===== config.mk =====
export PLATFORM = sky130hd
export DESIGN_NAME = xgriscv_hazard_ctrl_flat
export DESIGN_NICKNAME = d
export VERILOG_FILES = /design/src/rtl/xgriscv_hazard_ctrl_if.sv /design/src/rtl/xgriscv_hazard_ctrl.sv /design/src/flat_wrapper.sv
export SDC_FILE = /design/constraint.sdc
export NUM_CORES = 1
export LEC_CHECK = 0
export ABC_AREA = 1
export BUFFER_PORTS_ARGS = -buffer_cell sky130_fd_sc_hd__buf_4
export CAP_MARGIN = 0
export CORE_MARGIN = 1
export CORE_UTILIZATION = 45
export CTS_CLUSTER_SIZE = 24
export DETAILED_ROUTE_END_ITERATION = 6
export PLACE_DENSITY = 0.77
export SKIP_CTS_REPAIR_TIMING = 1
export SYNTH_ARGS = -nofsm -noshare
export SYNTH_HDL_FRONTEND = slang
export SYNTH_SLANG_ARGS = --single-unit

===== constraint.sdc =====
create_clock -name clk -period 1.4 [get_ports clk]
set_input_delay 0.07 -clock clk [delete_from_list [all_inputs] [get_ports clk]]
set_output_delay 0.07 -clock clk [all_outputs]
set_load 0.05 [all_outputs]

===== src/rtl/xgriscv_hazard_ctrl_if.sv =====
// rtl/xgriscv_hazard_ctrl_if.sv - hazard/stall signal bundle between pipeline and hazard controller
interface xgriscv_hazard_ctrl_if;
  logic [4:0] rs1D;
  logic [4:0] rs2D;
  logic [4:0] rdE;
  logic       memreadE;
  logic       redirectE;
  logic       mreqM;
  logic       mreadyM;
  logic       pcenF;
  logic       stallD;
  logic       flushD;
  logic       stallE;
  logic       flushE;
  logic       stallM;
  logic       memerr;

  modport master (
    output rs1D, rs2D, rdE, memreadE, redirectE, mreqM, mreadyM,
    input  pcenF, stallD, flushD, stallE, flushE, stallM, memerr
  );

  modport slave (
    input  rs1D, rs2D, rdE, memreadE, redirectE, mreqM, mreadyM,
    output pcenF, stallD, flushD, stallE, flushE, stallM, memerr
  );
endinterface


===== src/rtl/xgriscv_hazard_ctrl.sv =====
// rtl/xgriscv_hazard_ctrl.sv - pipeline stall/flush sequencing with bounded memory wait
// Optional stall/flush performance counters enabled by defining STALL_PERF_EN.
module xgriscv_hazard_ctrl #(
  parameter int MEM_TIMEOUT = 16,
  parameter int CNTW        = 32
) (
  input  logic                 clk,
  input  logic                 reset,
  xgriscv_hazard_ctrl_if.slave hz
`ifdef STALL_PERF_EN
  ,
  output logic [CNTW-1:0]      stallcnt,
  output logic [CNTW-1:0]      flushcnt
`endif
);

  localparam int WW = $clog2(MEM_TIMEOUT + 1);
  localparam logic [WW-1:0] WLAST = WW'(MEM_TIMEOUT - 1);

  typedef enum logic {RUN, MWAIT} state_t;

  state_t        state, state_n;
  logic [WW-1:0] wcnt, wcnt_n;
  logic          memerr_q, memerr_n;
  logic          loaduse, tmo, memwait;

  always_ff @(posedge clk or posedge reset) begin
    if (reset) begin
      state    <= RUN;
      wcnt     <= '0;
      memerr_q <= 1'b0;
    end else begin
      state    <= state_n;
      wcnt     <= wcnt_n;
      memerr_q <= memerr_n;
    end
  end

  always_comb begin
    state_n   = state;
    wcnt_n    = wcnt;
    memerr_n  = 1'b0;
    loaduse   = hz.memreadE && (hz.rdE != 5'd0) &&
                ((hz.rdE == hz.rs1D) || (hz.rdE == hz.rs2D));
    tmo       = (state == MWAIT) && (wcnt == WLAST);
    memwait   = hz.mreqM && !hz.mreadyM && !tmo;
    hz.pcenF  = 1'b1;
    hz.stallD = 1'b0;
    hz.flushD = 1'b0;
    hz.stallE = 1'b0;
    hz.flushE = 1'b0;
    hz.stallM = 1'b0;

    // Outputs are forced to their idle values while reset is held.
    if (!reset) begin
      if (memwait) begin
        hz.pcenF  = 1'b0;
        hz.stallD = 1'b1;
        hz.stallE = 1'b1;
        hz.stallM = 1'b1;
      end else if (hz.redirectE) begin
        hz.flushD = 1'b1;
        hz.flushE = 1'b1;
      end else if (loaduse) begin
        hz.pcenF  = 1'b0;
        hz.stallD = 1'b1;
        hz.flushE = 1'b1;
      end
    end

    case (state)
      RUN: begin
        if (hz.mreqM && !hz.mreadyM) begin
          state_n = MWAIT;
          wcnt_n  = WW'(1);
        end
      end
      MWAIT: begin
        if (!hz.mreqM || hz.mreadyM) begin
          state_n = RUN;
          wcnt_n  = '0;
        end else if (tmo) begin
          state_n  = RUN;
          wcnt_n   = '0;
          memerr_n = 1'b1;
        end else if (wcnt != WLAST) begin
          wcnt_n = wcnt + WW'(1);
        end
      end
      default: begin
        state_n = RUN;
        wcnt_n  = '0;
      end
    endcase
  end

  assign hz.memerr = memerr_q;

`ifdef STALL_PERF_EN
  always_ff @(posedge clk or posedge reset) begin
    if (reset) begin
      stallcnt <= '0;
      flushcnt <= '0;
    end else begin
      if (!hz.pcenF)
        stallcnt <= stallcnt + CNTW'(1);
      if (hz.flushD || hz.flushE)
        flushcnt <= flushcnt + CNTW'(1);
    end
  end
`endif

endmodule

===== src/flat_wrapper.sv =====
// flat-port wrapper written by rule: the top's interface ports become plain ports
module xgriscv_hazard_ctrl_flat 
#(
  parameter int MEM_TIMEOUT = 16,
  parameter int CNTW        = 32
)
  (clk, reset, hz_rs1D, hz_rs2D, hz_rdE, hz_memreadE, hz_redirectE, hz_mreqM, hz_mreadyM, hz_pcenF, hz_stallD, hz_flushD, hz_stallE, hz_flushE, hz_stallM, hz_memerr);
  xgriscv_hazard_ctrl_if hz_i ();
  input  logic clk;
  input  logic reset;
  input wire logic [$bits(hz_i.rs1D)-1:0] hz_rs1D;
  input wire logic [$bits(hz_i.rs2D)-1:0] hz_rs2D;
  input wire logic [$bits(hz_i.rdE)-1:0] hz_rdE;
  input wire logic [$bits(hz_i.memreadE)-1:0] hz_memreadE;
  input wire logic [$bits(hz_i.redirectE)-1:0] hz_redirectE;
  input wire logic [$bits(hz_i.mreqM)-1:0] hz_mreqM;
  input wire logic [$bits(hz_i.mreadyM)-1:0] hz_mreadyM;
  output wire logic [$bits(hz_i.pcenF)-1:0] hz_pcenF;
  output wire logic [$bits(hz_i.stallD)-1:0] hz_stallD;
  output wire logic [$bits(hz_i.flushD)-1:0] hz_flushD;
  output wire logic [$bits(hz_i.stallE)-1:0] hz_stallE;
  output wire logic [$bits(hz_i.flushE)-1:0] hz_flushE;
  output wire logic [$bits(hz_i.stallM)-1:0] hz_stallM;
  output wire logic [$bits(hz_i.memerr)-1:0] hz_memerr;
  assign hz_i.rs1D = hz_rs1D;
  assign hz_i.rs2D = hz_rs2D;
  assign hz_i.rdE = hz_rdE;
  assign hz_i.memreadE = hz_memreadE;
  assign hz_i.redirectE = hz_redirectE;
  assign hz_i.mreqM = hz_mreqM;
  assign hz_i.mreadyM = hz_mreadyM;
  assign hz_pcenF = hz_i.pcenF;
  assign hz_stallD = hz_i.stallD;
  assign hz_flushD = hz_i.flushD;
  assign hz_stallE = hz_i.stallE;
  assign hz_flushE = hz_i.flushE;
  assign hz_stallM = hz_i.stallM;
  assign hz_memerr = hz_i.memerr;
  xgriscv_hazard_ctrl #(.MEM_TIMEOUT(MEM_TIMEOUT), .CNTW(CNTW)) u_core (.clk(clk), .reset(reset), .hz(hz_i));
endmodule

==> summary.txt, run 1 <==
Run status
  • Run status: complete, but fails checks
  • Violated checks: setup timing

Logic synthesis
  • Syn avg cell area: 6.18 sq um
  • Post-synth EDFFs: 0
  • Post-synth cell types: 18
  • Ys async rst share: 100%
  • Most common cell in the netlist: nand2_1
  • Simple-gate share of the synthesized area: a little over two fifths
  • Post-Syn Area: 637 sq um
  • Post-synthesis sequential area ratio: 27.5%
  • Syn. warnings: 0
  • Synth Flop Type: dfrtp_1
  • Largest family of logic cells by synthesized area: simple AND/OR/NAND/NOR gates
  • Post-Synthesis Cells: roughly 100
  • Largest area contributor in the netlist: dfrtp_1
  • Area fraction of the dominant cell type after synthesis: 27.5%
  • Post-synthesis mux area share: 0%
  • Compound-Gate Fraction of Synth Area: about 5.7%
  • Post-Synth XOR/XNOR Area: 5.50%
  • Synth Area in Adders: between 1.5 and 2%
  • Post-Syn Nets: about 130
  • FF+latch count, synth: 7
  • Synth area leaders: dfrtp_1, nand2_1, inv_1
  • Synth top cells by count: nand2_1, inv_1, nor2_1

Timing
  • Setup_tns: -1.47 ns
  • Slew Limit Headroom: 86.2%
  • Fmax: 591 MHz
  • Post-route setup slack: -0.292 ns
  • Fin. max-slew vios: 0
  • RSZ-0062 raised after global routing: true
  • Min Tclk post-route: 1.69 ns
  • Worst-margin pin slew: just over 0.2 ns
  • Final Cycle Share: 121%
  • Clock skew: slightly below 0.008 ns
  • Final Hold Vio Count: 0
  • Setup violations, final: 6

Placed design
  • Hpwl dp: around 1300 um
  • Placed Instances: between 100 and 150
  • Port Buf Inserts: 27
  • Placer's final routability congestion estimate: roughly 0.73

Setup path
  • Worst endpoint data arrival time: approximately 1.6 ns
  • CP cell instances: ha_2 > nand2_4 > nor2_4 > nand2_4 > nand2_4 > inv_4 > nor2_4 > nand3_1 > nand2_2 > buf_6
  • Crit-path max FO: 4
  • Critical Path Start Type: flip-flop
  • Crit path required time: ~1.3 ns
  • CP max stage cell: dfrtp_1
  • CP delay by family, top: simple AND/OR/NAND/NOR gates
  • Critical Path End Type: output pin
  • Worst stage delay on the critical path: around 0.38 ns
  • Critical path type: reg2out
  • Worst path bufs/invs: 2
  • CP most frequent cell: nand2_4
  • Internal reg-to-reg setup slack: about 0.17 ns

Drt
  • DR top layer: met4
  • Initial DRC Count: 10
  • WL per Instance: approximately 10 um
  • Routed Antenna Nets: 0
  • 1st-pass router iterations: 4
  • Vias post-DR: approximately 710
  • Vias per cell: approximately 4.7
  • M1 WL: between 600 and 700 um
  • Routed wl met3: between 80 and 90 um
  • Metal2 WL: just over 800 um
  • DRC viols: 0
  • WL final: about 1600 um

CTS
  • Clock Latency Late Sink: around 0.26 ns
  • Num CTS Buffers: 3
  • TritonCTS clock tree: yes
  • H-tree levels: 1
  • Clock Path Buffers: 2
  • CTS root buf: clkbuf_4
  • CTS Sinks: 7
  • Clock transition at the registers of the reported paths: 0.06 ns

Floorplan
  • Die footprint: about 0.0016 sq mm
  • Die Height: 39.6 um
  • Starting Density: between 40% and 50%
  • Core area: around 0.0013 sq mm
  • Die Span X: roughly 40 um
  • IO Pins: 28
  • Number of cell rows: 13

GRT
  • Total global routing overflow: 0
  • Vias in the first global route: 613
  • Largest net degree at the start of global routing: 8
  • Initial antenna violation count: 0
  • Total Routing Usage GR: a little under a quarter
  • First-pass GRT wire length: 2350 um

Layout
  • Non-Filler Instances: between 150 and 200
  • Area delta synth->final: 49.1%
  • # diodes: 0
  • Nets@finish: between 150 and 200
  • Layout cells sized above 1: 33.6%
  • Multi-input gate area: roughly 370 sq um
  • Layout fillers: approximately 110
  • Storage element area: about 180 sq um

Power
  • PwrDens: about 670 mW/mm^2
  • Maximum vdd drop: 0.381 mV
  • Leak pwr: approximately 0.57 nW

Job
  • Max_cap viols: 0

Hold path
  • Hold crit path type: in2reg
## flip-flops by register name, indices dropped and copies added, names as in the netlist
signal and cells:
u_core.hz.memerr 1, u_core.wcnt 5, u_core.state 1
## worst min-delay path: stages
cell and delay, ns:
buf_4 0.09, nor2_4 0.04, inv_1 0.08, nor2_1 0.05
## cells in the final DEF (no fill, tap or decap)
master,instances
nand4_1,1
buf_6,6
buf_4,24
inv_1,23
o21ai_0,2
a21oi_1,2
nor2_1,9
clkinvlp_4,1
inv_4,1
o211ai_1,1
ha_2,1
nand3_1,6
xnor2_1,2
dfrtp_1,7
nand2_4,3
nand2_1,34
nor2_4,3
clkinv_2,1
xor2_1,2
a211o_1,1
clkbuf_4,3
dlygate4sd3_1,1
nand2_2,3
## per-layer routing
metal / vias to the layer above / GRT usage (%)
li1: 372 / -
met1: 316 / 24.8
met2: 21 / 40.6
met3: 5 / 6.82
met4: 0 / 7.76
met5: - / 0
## cell type report
type / count / area share (%)
inverters: 25 / 10.5
repair buffers: 31 / 27.1
clock inverters: 1 / 0.527
well taps: 15 / 1.98
multi-input cells: 70 / 39.0
flip-flops and latches: 7 / 18.4
clock buffers: 3 / 2.37
## power breakdown
group          total (W)  internal (W)  leakage [nW]  switching, W
Combinational   0.000220      0.000102         0.458      0.000118
Clock           0.000197      0.000105        0.0177     0.0000921
Sequential      0.000222      0.000213        0.0936    0.00000994
## logic make-up (layout without fill, tap and decap cells)
group,count (synthesis),count (layout)
simple gates,59,59
buf+inv,26,60
xor+xnor,4,4
compound gates,6,6
fa+ha+maj,1,1
flops,7,7
## worst paths after layout
check                                           startpoint                         end  cells after the start
worst max-delay path            u_core.wcnt[1]$_DFFE_PP0P_                   hz_flushE                     10
worst min-delay path                            hz_mreadyM  u_core.hz.memerr$_DFF_PP0_                      4
worst max register to register  u_core.wcnt[1]$_DFFE_PP0P_  u_core.wcnt[3]$_DFFE_PP0P_                      8
worst min register to register  u_core.wcnt[4]$_DFFE_PP0P_  u_core.hz.memerr$_DFF_PP0_                      3
max in group asynchronous                            reset  u_core.wcnt[4]$_DFFE_PP0P_                      4
min in group asynchronous                            reset  u_core.wcnt[1]$_DFFE_PP0P_                      4
## metrics by stage
stage	setup slack [ns]	hold slack (ns)	cell area, sq um	power (W)	utilization [%]
finish	-0.292	0.110	950	0.000639	73.0
global route	-0.363	0.105	950	0.000685	73.0
CTS	-0.303	-0.148	902	0.000627	69.3
detailed placement	-0.0188	0.128	875	0.000433	67.2
global placement	0.0507	0.121	875	0.000427	67.2
floorplan	-0.127	-0.111	653	0.000342	-
Note: power is estimated with default switching activity, not from simulation.
==> inputs of run 2 (changes only) <==
--- a/config.mk
+++ b/config.mk
@@ -12,7 +12,8 @@
 export CORE_UTILIZATION = 45
 export CTS_CLUSTER_SIZE = 24
 export DETAILED_ROUTE_END_ITERATION = 6
-export PLACE_DENSITY = 0.77
+export PLACE_DENSITY_LB_ADDON = 0.12
+export REMOVE_ABC_BUFFERS = 1
 export SKIP_CTS_REPAIR_TIMING = 1
 export SYNTH_ARGS = -nofsm -noshare
 export SYNTH_HDL_FRONTEND = slang
==> run 2 against run 1 <==
  * Total power grew 0.32%
  * Largest cell class unchanged
  * Maximum frequency grew 1.2%
  * The flow still finishes with violations (setup timing)
  * Hold slack lost 0.0064 ns
  * Die area is the same
  * Clock-buffer cell count grew 1
  * Sequential power is essentially flat
  * Critical endpoint unchanged
==> summary.txt, run 2 (same netlist as run 1, synthesis figures left out) <==
Run status
  • Run status: complete, but fails checks
  • Violated checks: setup timing

Layout
  • Max reg flops: 5
  • Area delta synth->final: 51.1%
  • Most common cell after layout, fill and taps aside: nand2_1
  • Most frequent cells in the layout: nand2_1, buf_4, inv_1, nor2_1, dfrtp_1
  • # diodes: 0
  • Top reg by flops: u_core.wcnt
  • Layout cells sized above 1: 34.3%
  • Nets@finish: roughly 160

CTS
  • Clock transition at the registers of the reported paths: 0.05 ns
  • Clock Path Buffers: 2
  • CTS root buf: clkbuf_4
  • Clock Latency Late Sink: 0.26 ns
  • CTS Sinks: 7
  • Num CTS Buffers: 3
  • TritonCTS clock tree: yes
  • H-tree levels: 1

Timing
  • RSZ-0062 raised after global routing: true
  • Final Cycle Share: 119%
  • Fin. max-slew vios: 0
  • Final Hold Vio Count: 0
  • Setup_tns: -1.24 ns
  • Clock skew: between 0.0015 and 0.002 ns
  • Post-route setup slack: -0.271 ns
  • Setup violations, final: 7
  • Slew Limit Headroom: between 80 and 90%
  • Fmax: ~600 MHz
  • Worst-margin pin slew: 0.192 ns
  • Min Tclk post-route: between 1.5 and 2 ns

Floorplan
  • Die Height: roughly 40 um
  • Die footprint: roughly 0.0016 sq mm
  • IO Pins: 28
  • Die Span X: between 30 and 40 um
  • Number of cell rows: 13
  • Starting Density: 48.9%
  • Core area: around 0.0013 sq mm

Placed design
  • Pre-CTS setup slack: -0.00877 ns
  • Hpwl dp: 1130 um
  • Port Buf Inserts: 27
  • Placer's final routability congestion estimate: approximately 0.8

Drt
  • WL per Instance: just under 10 um
  • Vias per cell: approximately 4.5
  • WL final: about 1500 um
  • Initial DRC Count: 6
  • 1st-pass router iterations: 4
  • Vias post-DR: roughly 710
  • DRC viols: 0
  • Routed Antenna Nets: 0

Setup path
  • Crit-path max FO: 3
  • Crit path required time: about 1.3 ns
  • Worst endpoint data arrival time: 1.60 ns
  • Critical Path Start Type: flip-flop
  • Critical path type: reg2out
  • Critical Path End Type: output pin

Power
  • PwrDens: 667 mW/mm^2
  • Leak pwr: 0.577 nW
  • Maximum vdd drop: around 0.43 mV

GRT
  • Initial antenna violation count: 0
  • First-pass GRT wire length: around 2100 um
  • Vias in the first global route: around 610
  • Largest net degree at the start of global routing: 8
  • Total Routing Usage GR: a little over a fifth
  • Total global routing overflow: 0

Job
  • Max_cap viols: 0

Hold path
  • Hold crit path type: in2reg
==> run 2: worst max-delay path, cell delays in order (launching register included) <==
cell     delay [ns]
dfrtp_1        0.35
ha_2           0.18
nand2_2        0.07
nor2_4         0.14
nand2_4        0.07
nand2_4        0.08
inv_4          0.04
nor2_4         0.08
nand3_1        0.07
nand2_1        0.09
buf_6          0.16
==> run 2: metal layers <==
metal	vias to the layer above	global-route usage, %	wire length (um)	share of wire [%]
met3	5	8.52	90	6.0
met4	0	10.3	29	1.9
met2	23	36.9	758	50
li1	374	-	-	-
met1	303	21.6	634	42
met5	-	0	0	0
==> run 2: final cells by class <==
| type | count | area, sq um |
|---|---|---|
| clock buffer | 4 | 26.3 |
| fill | 111 | 339 |
| inverter | 25 | 96.3 |
| multi-input combinational | 70 | 365 |
| sequential | 7 | 175 |
| tap | 15 | 18.8 |
| timing repair buffer | 34 | 280 |
==> run 2: power breakdown <==
part	leakage (nW)	switching [W]	total (W)	internal [W]
combinational	0.469	0.000121	0.000227	0.000106
clock	0.0150	0.0000849	0.000194	0.000109
sequential	0.0936	0.00000757	0.000220	0.000213
total	0.577	0.000213	0.000641	0.000428
==> run 2: through the flow <==
| stage | cell area (sq um) | std cells | hold WS [ns] | total power, W | util (%) |
|---|---|---|---|---|---|
| 3_5_place_dp | 866 | 146 | 0.122 | 0.000430 | 66.5 |
| 6_report | 962 | 155 | 0.103 | 0.000641 | 73.9 |
| 5_1_grt | 962 | 155 | 0.103 | 0.000683 | 73.9 |
| 4_1_cts | 892 | 150 | -0.160 | 0.000627 | 68.6 |
| 3_3_place_gp | 866 | 146 | 0.114 | 0.000423 | 66.5 |
| 2_1_floorplan | 629 | 102 | -0.118 | 0.000336 | - |
==> run 2: final timing paths <==
path                       cells after the start                       start                         end  slack [ns]
hold / removal                                 4                  hz_mreadyM      u_core.state$_DFF_PP0_        0.10
setup / recovery                              10  u_core.wcnt[0]$_DFFE_PP0P_                   hz_flushE       -0.27
setup reg to reg                              10  u_core.wcnt[1]$_DFFE_PP0P_  u_core.wcnt[3]$_DFFE_PP0P_       -0.01
max in group asynchronous                      4                       reset  u_core.wcnt[1]$_DFFE_PP0P_        0.82
hold reg to reg                                3  u_core.wcnt[4]$_DFFE_PP0P_  u_core.hz.memerr$_DFF_PP0_        0.54
min in group asynchronous                      4                       reset  u_core.hz.memerr$_DFF_PP0_        0.46
==> inputs of run 3 (changes only) <==
--- a/config.mk
+++ b/config.mk
@@ -9,7 +9,8 @@
 export BUFFER_PORTS_ARGS = -buffer_cell sky130_fd_sc_hd__buf_4
 export CAP_MARGIN = 0
 export CORE_MARGIN = 1
-export CORE_UTILIZATION = 45
+export CORE_UTILIZATION = 48
+export CTS_BUF_LIST = sky130_fd_sc_hd__clkbuf_2 sky130_fd_sc_hd__clkbuf_4 sky130_fd_sc_hd__clkbuf_8
 export CTS_CLUSTER_SIZE = 24
 export DETAILED_ROUTE_END_ITERATION = 6
 export PLACE_DENSITY_LB_ADDON = 0.12
==> run 3 against run 2 <==
  * The run still ends with setup timing left
  * Non-clock buffer count fell by 2
  * Maximum frequency up 2.6%
  * Flip-flop and latch count did not move
==> summary.txt, run 3 (same netlist as run 1, synthesis figures left out) <==
Setup path
  • Crit path required time: 1.33 ns
  • Critical Path Start Type: flip-flop
  • CP cell instances: ha_1 > nand2_2 > nor2_4 > nand2_4 > nand2_4 > inv_4 > nor2_4 > nand2_1 > nand2_1 > buf_6
  • Reg2reg start: u_core.wcnt[0]$_DFFE_PP0P_
  • Worst stage delay on the critical path: between 0.3 and 0.4 ns
  • Critical Path End Type: output pin
  • Critical path type: reg2out
  • Worst endpoint data arrival time: between 1.5 and 2 ns
  • CP max stage cell: dfrtp_1
  • Crit-path max FO: 4
  • Crit path launch: u_core.wcnt[1]$_DFFE_PP0P_

Drt
  • WL final: 1580 um
  • 1st-pass router iterations: 2
  • Vias per cell: around 4.7
  • DRC viols: 0
  • Vias post-DR: a little over 700
  • Initial DRC Count: 5
  • Routed Antenna Nets: 0
  • WL per Instance: just over 10 um

Timing
  • Fmax: roughly 600 MHz
  • Final Cycle Share: 116%
  • Clock skew: around 0.0040 ns
  • Slew Limit Headroom: 87.3%
  • Min Tclk post-route: roughly 1.6 ns
  • Setup violations, final: 6
  • Fin. max-slew vios: 0
  • Worst-margin pin slew: ~0.19 ns
  • Final Hold Vio Count: 0
  • RSZ-0062 raised after global routing: true
  • Post-route setup slack: -0.228 ns

CTS
  • CTS Sinks: 7
  • Clock Latency Late Sink: ~0.26 ns
  • CTS root buf: clkbuf_4
  • TritonCTS clock tree: yes
  • Clock transition at the registers of the reported paths: 0.05 ns
  • Clock Path Buffers: 2
  • Num CTS Buffers: 3
  • H-tree levels: 1

Placed design
  • Port Buf Inserts: 27
  • Placer's final routability congestion estimate: roughly 0.8
  • Hpwl dp: 1130 um
  • Pre-CTS setup slack: 0.0426 ns

Hold path
  • Worst hold start: hz_mreadyM
  • Hold crit path type: in2reg

Layout
  • # diodes: 0
  • Area delta synth->final: 49.1%
  • Most common cell after layout, fill and taps aside: nand2_1
  • Post-Route Utilization: between 80% and 90%
  • Storage element area: approximately 180 sq um
  • Layout cells sized above 1: between 30% and 40%
  • Max reg flops: 5
  • Multi-input gate area: about 360 sq um
  • Top reg by flops: u_core.wcnt
  • Layout fillers: 74
  • Nets@finish: roughly 160
  • Most frequent cells in the layout: nand2_1, buf_4, inv_1, nor2_1, dfrtp_1

Run status
  • Violated checks: setup timing
  • Run status: complete, but fails checks

Floorplan
  • Die Height: roughly 38 um
  • Starting Density: 54.4%
  • Die Span X: ~38 um
  • Number of cell rows: 12
  • Die footprint: approximately 0.0015 sq mm
  • Core area: 0.00117 sq mm
  • IO Pins: 28

Power
  • Maximum vdd drop: 0.529 mV
  • Leak pwr: ~0.57 nW
  • Clock share of power: a little under a third
  • Comb pwr share: 34.0%
  • Design Power: roughly 0.00065 W
  • Switching share of power: between 30% and 40%
  • Pint: 0.000442 W
  • PwrDens: a little under 700 mW/mm^2
  • Power share of the sequential group: approximately a third
  • P_sw: 0.000207 W

GRT
  • Largest net degree at the start of global routing: 8
  • Vias in the first global route: between 500 and 600
  • Initial antenna violation count: 0
  • Total global routing overflow: 0
  • First-pass GRT wire length: 2210 um
  • Total Routing Usage GR: approximately a quarter

Job
  • Max_cap viols: 0
==> run 3: changes by cell type in the layout (fill, tap and decap cells not counted) <==
cell,delta
ha_1,+1
nand2_2,-1
nor2_2,-1
buf_8,+2
ha_2,-1
clkbuf_1,-1
buf_6,-2
nor2_1,+1
clkbuf_4,+1
buf_4,-2
nand2_1,+1
==> run 3: worst paths after layout <==
| path | endpoint | slack (ns) | cells after the start |
|---|---|---|---|
| max | hz_flushE | -0.23 | 10 |
| min | u_core.state$_DFF_PP0_ | 0.12 | 4 |
| max reg2reg | u_core.wcnt[3]$_DFFE_PP0P_ | 0.16 | 8 |
| min reg2reg | u_core.wcnt[1]$_DFFE_PP0P_ | 0.54 | 2 |
| max in group asynchronous | u_core.state$_DFF_PP0_ | 0.83 | 4 |
| min in group asynchronous | u_core.hz.memerr$_DFF_PP0_ | 0.45 | 4 |
==> run 3: stage by stage <==
step           hold WS, ns  cell area, sq um  setup TNS (ns)  std cells
3_3_place_gp         0.103               865               0        145
3_5_place_dp         0.102               865               0        145
6_report             0.118               950           -1.18        152
4_1_cts             -0.181               895           -1.20        149
2_1_floorplan       -0.118               629          -0.483        102
5_1_grt              0.125               950           -1.59        152
==> run 3: final cells by class <==
class                      count  area share [%]
inverter                      25            10.1
clock buffer                   4            3.16
multi-input combinational     70            37.7
sequential                     7            18.4
timing repair buffer          32            28.7
tap                           14            1.84
==> run 3: per-layer routing <==
layer	vias up	global-route usage (%)	part of all wire, %
met1	309	19.2	37
met4	0	15.5	2.3
met2	21	44.5	55
met5	-	0	0
met3	5	8.72	6.0
li1	373	-	-
==> run 3: power groups by stage <==
stage	combinational (W)	clock, W	sequential (W)
6_report	0.000221	0.000207	0.000221
5_1_grt	0.000240	0.000222	0.000221
4_1_cts	0.000207	0.000216	0.000221
3_5_place_dp	0.000205	0	0.000224
3_3_place_gp	0.000200	0	0.000223
2_1_floorplan	0.000111	0	0.000224
==> run 3: critical path: cells and delay by family, from the launching register on <==
| family | cells | cell delay, ns |
|---|---|---|
| and+or+nand+nor | 7 | 0.57 |
| buffers and inverters | 2 | 0.20 |
| DFF | 1 | 0.36 |
| adders and majority gates | 1 | 0.16 |
